$ cat config.mk
export PLATFORM = sky130hd
export DESIGN_NAME = cam_pattern_gen
export DESIGN_NICKNAME = d
export VERILOG_FILES = /design/src/rtl/cam_gen_pkg.sv /design/src/rtl/cam_pattern_color.sv /design/src/rtl/cam_pattern_gen.sv
export SDC_FILE = /design/constraint.sdc
export NUM_CORES = 1
export LEC_CHECK = 0
export ABC_AREA = 1
export ABC_CLOCK_PERIOD_IN_PS = 4900
export BUFFER_PORTS_ARGS = -buffer_cell sky130_fd_sc_hd__buf_2
export CORE_MARGIN = 4
export CORE_UTILIZATION = 25
export DETAILED_ROUTE_END_ITERATION = 10
export GPL_TIMING_DRIVEN = 0
export HOLD_SLACK_MARGIN = 0.05
export MAX_ROUTING_LAYER = met4
export SLEW_MARGIN = 20
export SYNTH_ARGS = -nofsm -noshare
export SYNTH_HDL_FRONTEND = slang
export SYNTH_HIERARCHICAL = 1
export SYNTH_SLANG_ARGS = --single-unit
$ cat constraint.sdc
create_clock -name clk -period 4.9 [get_ports clk]
set_clock_uncertainty 0.15 [all_clocks]
set_input_delay 0.49 -clock clk [delete_from_list [all_inputs] [get_ports clk]]
set_output_delay 0.49 -clock clk [all_outputs]
set_load 0.02 [all_outputs]
$ cat src/rtl/cam_gen_pkg.sv
// Shared encodings for the camera pattern generator: pattern modes, FSM states
// and the RGB444 two-byte split used on CAM_px_data.
package cam_gen_pkg;

    typedef enum logic [1:0] {
        MODE_SOLID  = 2'd0,
        MODE_STRIPE = 2'd1,
        MODE_BAND   = 2'd2,
        MODE_CHECK  = 2'd3
    } mode_t;

    typedef enum logic [2:0] {
        IDLE,
        VSYNC,
        VBLANK,
        ACTIVE,
        HBLANK
    } state_t;

    // First byte carries R in the low nibble, second byte carries {G,B}.
    function automatic logic [7:0] rgb444_byte(input logic [11:0] color, input logic second);
        return second ? color[7:0] : {4'h0, color[11:8]};
    endfunction

endpackage

$ cat src/rtl/cam_pattern_color.sv
// Pixel colour selection from stripe/band sub-counters with parity flops; colour is
// combinational from registered state, counters move only on the top-level strobes.
module cam_pattern_color
    import cam_gen_pkg::*;
#(
    parameter int STRIPE_W = 2,
    parameter int BAND_H   = 30
) (
    input  logic        clk,
    input  logic        rst,
    input  logic        i_x_adv,
    input  logic        i_x_clr,
    input  logic        i_y_adv,
    input  logic        i_y_clr,
    input  mode_t       i_mode,
    input  logic [11:0] i_color_a,
    input  logic [11:0] i_color_b,
    output logic [11:0] o_color
);

    localparam int SW = $clog2(STRIPE_W) + 1;
    localparam int BW = $clog2(BAND_H) + 1;

    logic [SW-1:0] r_xs;
    logic          r_xpar;
    logic [BW-1:0] r_ys;
    logic          r_ypar;
    logic          w_sel_b;

    // Parity of x/STRIPE_W and y/BAND_H tracked incrementally instead of dividing.
    always_ff @(posedge clk or negedge rst) begin
        if (!rst) begin
            r_xs   <= '0;
            r_xpar <= 1'b0;
            r_ys   <= '0;
            r_ypar <= 1'b0;
        end else begin
            if (i_x_clr) begin
                r_xs   <= '0;
                r_xpar <= 1'b0;
            end else if (i_x_adv) begin
                if (r_xs == SW'(STRIPE_W - 1)) begin
                    r_xs   <= '0;
                    r_xpar <= ~r_xpar;
                end else begin
                    r_xs <= r_xs + 1'b1;
                end
            end
            if (i_y_clr) begin
                r_ys   <= '0;
                r_ypar <= 1'b0;
            end else if (i_y_adv) begin
                if (r_ys == BW'(BAND_H - 1)) begin
                    r_ys   <= '0;
                    r_ypar <= ~r_ypar;
                end else begin
                    r_ys <= r_ys + 1'b1;
                end
            end
        end
    end

    always_comb begin
        w_sel_b = 1'b0;
        case (i_mode)
            MODE_SOLID:  w_sel_b = 1'b0;
            MODE_STRIPE: w_sel_b = r_xpar;
            MODE_BAND:   w_sel_b = r_ypar;
            MODE_CHECK:  w_sel_b = r_xpar ^ r_ypar;
            default:     w_sel_b = 1'b0;
        endcase
    end

    assign o_color = w_sel_b ? i_color_b : i_color_a;

endmodule

$ cat src/rtl/cam_pattern_gen.sv
// OV7670-style RGB444 camera emulator; outputs change only on pclk fall ticks, en->vsync <= 2 clk.
// Free-running source with no backpressure: the capture side must keep up with pclk.
module cam_pattern_gen
    import cam_gen_pkg::*;
#(
    parameter int TAM_LINE       = 160,
    parameter int TAM_ROW        = 120,
    parameter int BLACK_TAM_LINE = 4,
    parameter int BLACK_TAM_ROW  = 4,
    parameter int VSYNC_ROWS     = 2,
    parameter int STRIPE_W       = 2,
    parameter int BAND_H         = 30
) (
    input  logic        clk,
    input  logic        rst,
    input  logic        en,
    input  logic [1:0]  mode,
    input  logic [11:0] color_a,
    input  logic [11:0] color_b,
    output logic        CAM_pclk,
    output logic        CAM_vsync,
    output logic        CAM_href,
    output logic [7:0]  CAM_px_data,
    output logic        frame_done,
    output logic [7:0]  frame_cnt
);

    localparam int LT      = 2 * TAM_LINE + BLACK_TAM_LINE;
    localparam int VS_T    = VSYNC_ROWS * LT;
    localparam int VB_T    = (BLACK_TAM_ROW - VSYNC_ROWS) * LT;
    localparam int VB_LAST = (VB_T > 0) ? VB_T - 1 : 0;
    localparam int CW      = $clog2(BLACK_TAM_ROW * LT) + 1;
    localparam int YW      = $clog2(TAM_ROW) + 1;

    logic          r_pclk;
    state_t        r_state, w_next;
    logic [CW-1:0] r_cnt, w_cnt_nxt;
    logic [YW-1:0] r_row, w_row_nxt;
    mode_t         r_mode;
    logic [11:0]   r_color_a, r_color_b;
    logic          r_frame_done;
    logic [7:0]    r_frame_cnt;
    logic          w_fall, w_load, w_frame_end;
    logic          w_x_adv, w_x_clr, w_y_adv, w_y_clr;
    logic [11:0]   w_color;

    assign w_fall = r_pclk;

    always_comb begin
        w_next      = r_state;
        w_cnt_nxt   = r_cnt + 1'b1;
        w_row_nxt   = r_row;
        w_load      = 1'b0;
        w_frame_end = 1'b0;
        w_x_adv     = 1'b0;
        w_x_clr     = 1'b0;
        w_y_adv     = 1'b0;
        w_y_clr     = 1'b0;
        case (r_state)
            IDLE: begin
                w_cnt_nxt = '0;
                if (en) begin
                    w_next  = VSYNC;
                    w_load  = 1'b1;
                    w_y_clr = 1'b1;
                end
            end
            VSYNC: begin
                if (r_cnt == CW'(VS_T - 1)) begin
                    w_cnt_nxt = '0;
                    w_row_nxt = '0;
                    w_next    = (VB_T == 0) ? ACTIVE : VBLANK;
                end
            end
            VBLANK: begin
                if (r_cnt == CW'(VB_LAST)) begin
                    w_cnt_nxt = '0;
                    w_row_nxt = '0;
                    w_next    = ACTIVE;
                end
            end
            ACTIVE: begin
                w_x_adv = r_cnt[0];
                if (r_cnt == CW'(2 * TAM_LINE - 1)) begin
                    w_cnt_nxt = '0;
                    w_x_clr   = 1'b1;
                    w_next    = HBLANK;
                end
            end
            HBLANK: begin
                if (r_cnt == CW'(BLACK_TAM_LINE - 1)) begin
                    w_cnt_nxt = '0;
                    if (r_row < YW'(TAM_ROW - 1)) begin
                        w_row_nxt = r_row + 1'b1;
                        w_y_adv   = 1'b1;
                        w_next    = ACTIVE;
                    end else begin
                        w_frame_end = 1'b1;
                        w_y_clr     = 1'b1;
                        w_load      = en;
                        w_next      = en ? VSYNC : IDLE;
                    end
                end
            end
            default: begin
                w_cnt_nxt = '0;
                w_next    = IDLE;
            end
        endcase
    end

    // Shadows only reload at frame start so a frame never mixes patterns.
    always_ff @(posedge clk or negedge rst) begin
        if (!rst) begin
            r_pclk       <= 1'b0;
            r_state      <= IDLE;
            r_cnt        <= '0;
            r_row        <= '0;
            r_mode       <= MODE_SOLID;
            r_color_a    <= '0;
            r_color_b    <= '0;
            r_frame_done <= 1'b0;
            r_frame_cnt  <= '0;
        end else begin
            r_pclk       <= ~r_pclk;
            r_frame_done <= w_fall & w_frame_end;
            if (w_fall) begin
                r_state <= w_next;
                r_cnt   <= w_cnt_nxt;
                r_row   <= w_row_nxt;
                if (w_load) begin
                    r_mode    <= mode_t'(mode);
                    r_color_a <= color_a;
                    r_color_b <= color_b;
                end
                if (w_frame_end) begin
                    r_frame_cnt <= r_frame_cnt + 8'd1;
                end
            end
        end
    end

    cam_pattern_color #(
        .STRIPE_W (STRIPE_W),
        .BAND_H   (BAND_H)
    ) u_color (
        .clk       (clk),
        .rst       (rst),
        .i_x_adv   (w_fall & w_x_adv),
        .i_x_clr   (w_fall & w_x_clr),
        .i_y_adv   (w_fall & w_y_adv),
        .i_y_clr   (w_fall & w_y_clr),
        .i_mode    (r_mode),
        .i_color_a (r_color_a),
        .i_color_b (r_color_b),
        .o_color   (w_color)
    );

    assign CAM_pclk    = r_pclk;
    assign CAM_vsync   = (r_state == VSYNC);
    assign CAM_href    = (r_state == ACTIVE);
    assign CAM_px_data = CAM_href ? rgb444_byte(w_color, r_cnt[0]) : 8'h00;
    assign frame_done  = r_frame_done;
    assign frame_cnt   = r_frame_cnt;

endmodule

# ---- Word level (Yosys, flattened, before mapping)
# Cells that the tools add are included.
dict set report totals {
  output_inout_bits 20
  regBits 69
  inputBits 29
}
dict set report op_classes {
  bitwise 9
  eq_ne 19
  n_reduce_logical 14
  n_mux 46
  n_addsub 5
  n_lt_le_gt_ge 1
}
# op n
set op_table {}
lappend op_table {{$mux 12} 4}
lappend op_table {{$mux 8} 5}
lappend op_table {{$pmux 12 s3} 1}
lappend op_table {{$mux 1} 19}
lappend op_table {{$mux 6} 3}
lappend op_table {{$add 8x1->8 const B} 2}
lappend op_table {{$pmux 8 s2} 1}
lappend op_table {{$mux 3} 5}
lappend op_table {{$pmux 3 s5} 1}
lappend op_table {{$add 12x1->12 const B} 1}
lappend op_table {{$eq 12x10->1 const B} 1}
lappend op_table {{$eq 12x2->1 const B} 1}
lappend op_table {{$eq 12x9->1 const B} 1}
lappend op_table {{$reduce_bool 2->1} 5}
lappend op_table {{$lt 8x7->1 const B} 1}
lappend op_table {{$mux 2} 4}
lappend op_table {{$ne 2x2->1 const B} 4}
lappend op_table {{$reduce_and 2->1} 4}
lappend op_table {{$add 6x1->6 const B} 1}
lappend op_table {{$eq 3x2->1 const B} 2}
lappend op_table {{$eq 6x5->1 const B} 1}
lappend op_table {{$ne 2x1->1 const B} 3}
lappend op_table {{$reduce_and 6->1} 1}
lappend op_table {{$and 1x1->1} 5}
lappend op_table {{other kinds (13)} 18}

# ---- Longest topological paths before layout
dict set report depth {
  ltp_word 7
  mapped_depth 14
  ltp_nobuf 13
}

# ---- Hierarchy
# Netlist, hierarchy kept.
# mod cells_per_inst area_each_um2 instances
set by_module_without_submodules {}
lappend by_module_without_submodules {cam_pattern_gen 450 3258.1 1}
lappend by_module_without_submodules {cam_pattern_color 113 819.5 1}

# ---- Worst setup path after synthesis
# No wires, ideal clock.
dict set report synth_path {
  kind {register to register}
  from {reg r_cnt[0]}
  to {reg u_color.r_ys[5]}
  path_buffers 0
  slack_ns 2.919
  period_less_slack_ns 1.981
  stages_incl_launch_ff 14
  setup_time_ns 0.071
  required_ns 4.679
  arrival_ns 1.759
  path_cell_list {dfrtp_1 ha_1 nand2_1 nor2_1 nand2_1 a21oi_1 a21oi_1 nor2_1 nor2_1 nor2_1 nand3_1 nand2_1 inv_1 nor2_1}
}
dict set report synth_between {
  elab_chain_cells 5
  word_cells_on_any_way 9
}
# element line_no
set synth_lines {}
lappend synth_lines {{start: declaration} cam_pattern_gen.sv:37} ;# logic [CW-1:0] r_cnt, w_cnt_nxt;
lappend synth_lines {{start signal: assignment} cam_pattern_gen.sv:129} ;# r_cnt <= w_cnt_nxt;
lappend synth_lines {{$eq 12x2->1 *} cam_pattern_gen.sv:91} ;# if (r_cnt == CW'(BLACK_TAM_LINE - 1)) begin
lappend synth_lines {{$mux 1} cam_pattern_gen.sv:91}
lappend synth_lines {{$pmux 1 s2 or $mux 1 (tied branches)} cam_pattern_gen.sv:59} ;# case (r_state)
lappend synth_lines {{$and 1x1->1, on equally long branches} {cam_pattern_gen.sv:152, cam_pattern_gen.sv:151}}
lappend synth_lines {{$mux 6 or $reduce_bool 2->1 (tied branches)} n/a}
lappend synth_lines {{end signal: assignment} cam_pattern_color.sv:57} ;# r_ys <= r_ys + 1'b1;
lappend synth_lines {{end: declaration} cam_pattern_color.sv:26} ;# logic [BW-1:0] r_ys;
# Mark *: on every way between the ends. The rest lies on a longest branch, timed or not.
# A chain may end at the register's enable or synchronous reset.

# ---- Worst setup path in the final report
dict set report layout_path {
  from {reg u_color.r_xpar}
  to {out CAM_px_data[3]}
}
dict set report layout_between {
  elab_chain_cells 5
}
# element line_no
set layout_lines {}
lappend layout_lines {{start: declaration} cam_pattern_color.sv:25} ;# logic r_xpar;
lappend layout_lines {{start signal: assignment} cam_pattern_color.sv:44} ;# r_xpar <= ~r_xpar;
lappend layout_lines {{$xor 1x1->1} cam_pattern_color.sv:69} ;# MODE_CHECK: w_sel_b = r_xpar ^ r_ypar;
lappend layout_lines {{$pmux 1 s4 *} cam_pattern_color.sv:65} ;# case (i_mode)
lappend layout_lines {{$mux 12 *} cam_pattern_color.sv:74} ;# assign o_color = w_sel_b ? i_color_b : i_color_a;
lappend layout_lines {{net w_color[3]} cam_pattern_gen.sv:45} ;# logic [11:0] w_color;
lappend layout_lines {{$mux 8 *} cam_gen_pkg.sv:22} ;# return second ? color[7:0] : {4'h0, color[11:8]};
lappend layout_lines {{$mux 8 *} cam_pattern_gen.sv:162} ;# assign CAM_px_data = CAM_href ? rgb444_byte(w_color, r_cnt[0]) : 8'h00;
lappend layout_lines {{end: declaration} cam_pattern_gen.sv:23} ;# output logic [7:0] CAM_px_data,
# The timed path passes the listed nets; every way through them passes the cells marked *.

==> impl_summary.log <==
INFO  metric final_cell_count_no_fill = ~850
INFO  metric cts_resized = 0
INFO  metric grt_setup_unrepaired = false
INFO  metric final_hold_viol_count = 0
INFO  metric dieArea = about 18000 um^2
INFO  metric grt_max_degree = 56
INFO  metric clk_pin_slew_worst_paths = 0.06 ns
INFO  metric initial_core_util = 0.256
INFO  metric pin_count = 49
INFO  metric timing.critical_path.from_type = flop
INFO  metric clock_tree_from_tritoncts = done
INFO  metric post_layout_utilization_of_the_core = 0.309
INFO  metric finalSetupViolations = 0
INFO  metric cts_inserted_buffers = 9
INFO  metric grt_use_total = 0.117
INFO  metric report.final.slew_viol_count = 0
INFO  metric cellPowerDensity = approximately 260 nW/um^2
INFO  metric post_cts_buffers = 0
INFO  metric worst_ir_drop_vdd = 0.000125 V
INFO  metric tightest_slew = around 0.49 ns
INFO  metric place.detailed.hpwl = between 7 and 8 mm
INFO  metric clock-root-buffer = sky130_fd_sc_hd__clkbuf_16
INFO  metric number_of_detailed_route_iterations_in_the_first_pass = 4
INFO  metric fp-row-count = 46
INFO  metric die_width = approximately 140 um
INFO  metric syn_to_final_growth = 20.9%
INFO  metric yosys_warnings = 6
INFO  metric mappedNetlistArea = 4080 um^2
INFO  metric timing.critical_path.cells = nand2_4 > xor2_4 > buf_6 > nand2_2 > o21ai_2 > nand2_1 > nand2_1 > nand2_1 > inv_1 > buf_2
INFO  metric dp.cells = 828
INFO  metric max_freq = ~400 MHz
INFO  metric finalWirelength = 9.83 mm
INFO  metric timing.critical_path.buf_inv = 3
INFO  metric power.static_leakage = 2.56 nW
INFO  metric fin_crit_sh = 0.515
INFO  metric synth.top_cells.by_count = 192 x sky130_fd_sc_hd__nand2_1, 69 x sky130_fd_sc_hd__dfrtp_1, 63 x sky130_fd_sc_hd__nand3_1, 61 x sky130_fd_sc_hd__inv_1, 58 x sky130_fd_sc_hd__nor2_1
INFO  metric synthesis.instances = between 500 and 600
INFO  metric critical_path.max_fanout = 10
INFO  metric htreeDepth = 3
INFO  metric grt_first_pass_wirelength = 16.9 mm
INFO  metric postCtsHoldBufs = 1
INFO  metric clock_sink_count = 69
INFO  metric place.gp.congestion = about 0.86
INFO  metric ff_latch_area = 1730 um^2
INFO  metric arrival = roughly 1.9 ns
INFO  metric antenna_violations_before_repair = 0
INFO  metric filler_cell_count_in_the_final_layout = 1747
INFO  metric synth.area.top_cells = sky130_fd_sc_hd__dfrtp_1 42%, sky130_fd_sc_hd__nand2_1 18%, sky130_fd_sc_hd__nand3_1 7.7%
INFO  metric criticalPathCategory = reg2out
INFO  metric tns = 0 ns
INFO  metric finalWorstPathRequiredPeriod = around 2.5 ns
INFO  metric async_reset_ff_frac = 1.00
INFO  metric via_per_inst = around 4.2
INFO  metric num_antenna_cells = 0
INFO  metric placement.io_buffers = 48
INFO  metric floorplan.core_area = approximately 16000 um^2
INFO  metric synth_most_common_cell = sky130_fd_sc_hd__nand2_1
INFO  metric route.vias.total = around 3.6k
INFO  metric die_h = roughly 140 um
INFO  metric postSynthRegisterBits = 69
INFO  metric antenna_violating_nets_post_route = 0
INFO  metric synth_top_cell_area_share = 0.423
INFO  metric critical-path-slowest-cell = sky130_fd_sc_hd__dfrtp_1
INFO  metric max-cap-violations = 0
INFO  metric synth_edf_count = 0
INFO  metric grt_overflow = 0
INFO  metric ys_seq_area_frac = 0.423
INFO  metric critPathTopFamily = buffers and inverters
INFO  metric timing.max_slew.rel_slack = 0.675
INFO  metric ys_types = 35
INFO  metric post_synth.cell_area_avg = 7.24 um^2
INFO  metric ys.flop_type = sky130_fd_sc_hd__dfrtp_1
INFO  metric initialDrtViolationCount = between 150 and 200
INFO  metric multi_input_comb_area = 2000 um^2
INFO  metric max-clock-path-buffers = 2
INFO  metric wire_per_inst = 11.6 um
INFO  metric number_of_global_route_vias_before_repair = roughly 3.5k
INFO  metric cp.required = between 4 and 5 ns
INFO  metric cell_type_contributing_the_most_total_cell_area_after_synthesis = sky130_fd_sc_hd__dfrtp_1
INFO  metric finalNetCount = about 660
INFO  metric cp_slowest_stage_delay = ~0.43 ns
INFO  metric synthesis.nets = ~600
INFO  metric finalPower = roughly 1.3 mW
INFO  metric crit_path_frequent_cell = sky130_fd_sc_hd__nand2_1
INFO  metric layout-drive-gt1-share = 0.183
INFO  metric status = complete, no violations
INFO  metric drcViolationCount = 0
INFO  metric end_kind = primary output
INFO  metric clk-insertion-delay-late = 0.33 ns
INFO  metric timing.hold.worst.class = in2reg
## routing by layer
metal	GRT usage	part of all wire
met3	0.0249	0.039
met4	0.0448	0.019
met2	0.175	0.45
met5	-	0
met1	0.154	0.49
## worst reg2reg max path, stage by stage (launching register included)
cell and delay (ns):
sky130_fd_sc_hd__dfrtp_1 0.44, sky130_fd_sc_hd__ha_1 0.30, sky130_fd_sc_hd__nand2_1 0.08, sky130_fd_sc_hd__nor2_1 0.11
sky130_fd_sc_hd__nand2_1 0.10, sky130_fd_sc_hd__a21oi_1 0.22, sky130_fd_sc_hd__a21oi_1 0.10, sky130_fd_sc_hd__nor2_1 0.21
sky130_fd_sc_hd__nor2_1 0.15, sky130_fd_sc_hd__nor2_1 0.24, sky130_fd_sc_hd__nand3_1 0.10, sky130_fd_sc_hd__nand2_1 0.07
sky130_fd_sc_hd__inv_1 0.03, sky130_fd_sc_hd__nor2_1 0.09
## final cells by class
type | instances | share of cell area
multi-input combinational | 412 | 0.406
sequential | 69 | 0.350
timing repair buffer | 50 | 0.0569
tap | 216 | 0.0548
inverter | 68 | 0.0518
clock buffer | 10 | 0.0464
buffer | 14 | 0.0190
clock inverter | 6 | 0.0147
## state kept, by name (all words and copies together) (netlist names), 2 cells and up
register / cells
r_state: 3
r_color_b: 12
r_cnt: 12
r_row: 8
r_color_a: 12
frame_cnt: 8
u_color/r_ys: 6
u_color/r_xs: 2
r_mode: 2
## layout by cell type, fill, tap and decap left out, types with 2 or more instances in the layout
cell	n
sky130_fd_sc_hd__buf_6	4
sky130_fd_sc_hd__o21ai_2	12
sky130_fd_sc_hd__nand3_1	63
sky130_fd_sc_hd__nand2_2	11
sky130_fd_sc_hd__nand2_1	192
sky130_fd_sc_hd__o22ai_1	2
sky130_fd_sc_hd__nor2_4	2
sky130_fd_sc_hd__o21bai_1	2
sky130_fd_sc_hd__nor2_2	2
sky130_fd_sc_hd__buf_2	50
sky130_fd_sc_hd__nor2_1	58
sky130_fd_sc_hd__nand4_1	7
sky130_fd_sc_hd__o21ai_1	2
sky130_fd_sc_hd__inv_1	61
sky130_fd_sc_hd__clkbuf_16	9
sky130_fd_sc_hd__nand3b_1	3
sky130_fd_sc_hd__dfrtp_1	69
sky130_fd_sc_hd__clkinv_4	3
sky130_fd_sc_hd__clkbuf_1	5
sky130_fd_sc_hd__nor3_1	5
sky130_fd_sc_hd__ha_1	5
sky130_fd_sc_hd__nor3b_1	3
sky130_fd_sc_hd__buf_4	3
sky130_fd_sc_hd__inv_2	7
sky130_fd_sc_hd__xor2_1	4
sky130_fd_sc_hd__nand2_4	3
sky130_fd_sc_hd__xnor2_1	5
sky130_fd_sc_hd__o21ai_0	13
sky130_fd_sc_hd__a21oi_1	11
## kinds of logic (layout without fill, tap and decap cells)
family / Yosys count / count (layout) / share of synthesized area
XOR/XNOR: 10 / 10 / 0.0261
adder cells (fa/ha/maj): 5 / 5 / 0.0153
AO/OA/AOI/OAI: 44 / 44 / 0.0700
AND/OR/NAND/NOR: 353 / 353 / 0.380
buffers and inverters: 82 / 148 / 0.0856
flip-flops: 69 / 69 / 0.423
## stage by stage
| step | instance area (um^2) | setup WS, ns | hold WS (ns) |
|---|---|---|---|
| 6_report | 4930 | 2.38 | 0.234 |
| 5_1_grt | 4930 | 2.22 | 0.237 |
| 4_1_cts | 4930 | 2.35 | 0.226 |
| 3_5_place_dp | 4620 | 2.51 | 0.230 |
| 3_3_place_gp | 4590 | 2.51 | 0.307 |
| 2_1_floorplan | 4080 | 2.92 | 0.0444 |
## power breakdown
part           leakage, nW  internal (mW)  switching [mW]
logic                 1.48         0.0123          0.0173
clock network        0.143          0.398           0.259
registers            0.938          0.572         0.00168
## worst paths after layout
check | startpoint | end | slack, ns | cells past startpoint
worst min-delay path | color_a[5] | r_color_a[5]$_DFFE_PN0P_ | 0.23 | 3
min in group asynchronous | rst | CAM_pclk$_DFF_PN0_ | 0.44 | 2
max in group asynchronous | rst | u_color/r_ys[1]$_DFFE_PN0P_ | 3.62 | 3
worst max register to register | r_cnt[0]$_DFFE_PN0P_ | u_color/r_ys[5]$_DFFE_PN0P_ | 2.44 | 13
worst max-delay path | u_color/r_xpar$_DFFE_PN0P_ | CAM_px_data[3] | 2.38 | 10
worst min register to register | r_color_a[11]$_DFFE_PN0P_ | r_color_a[11]$_DFFE_PN0P_ | 0.32 | 2
(Power assumes the default switching activity.)
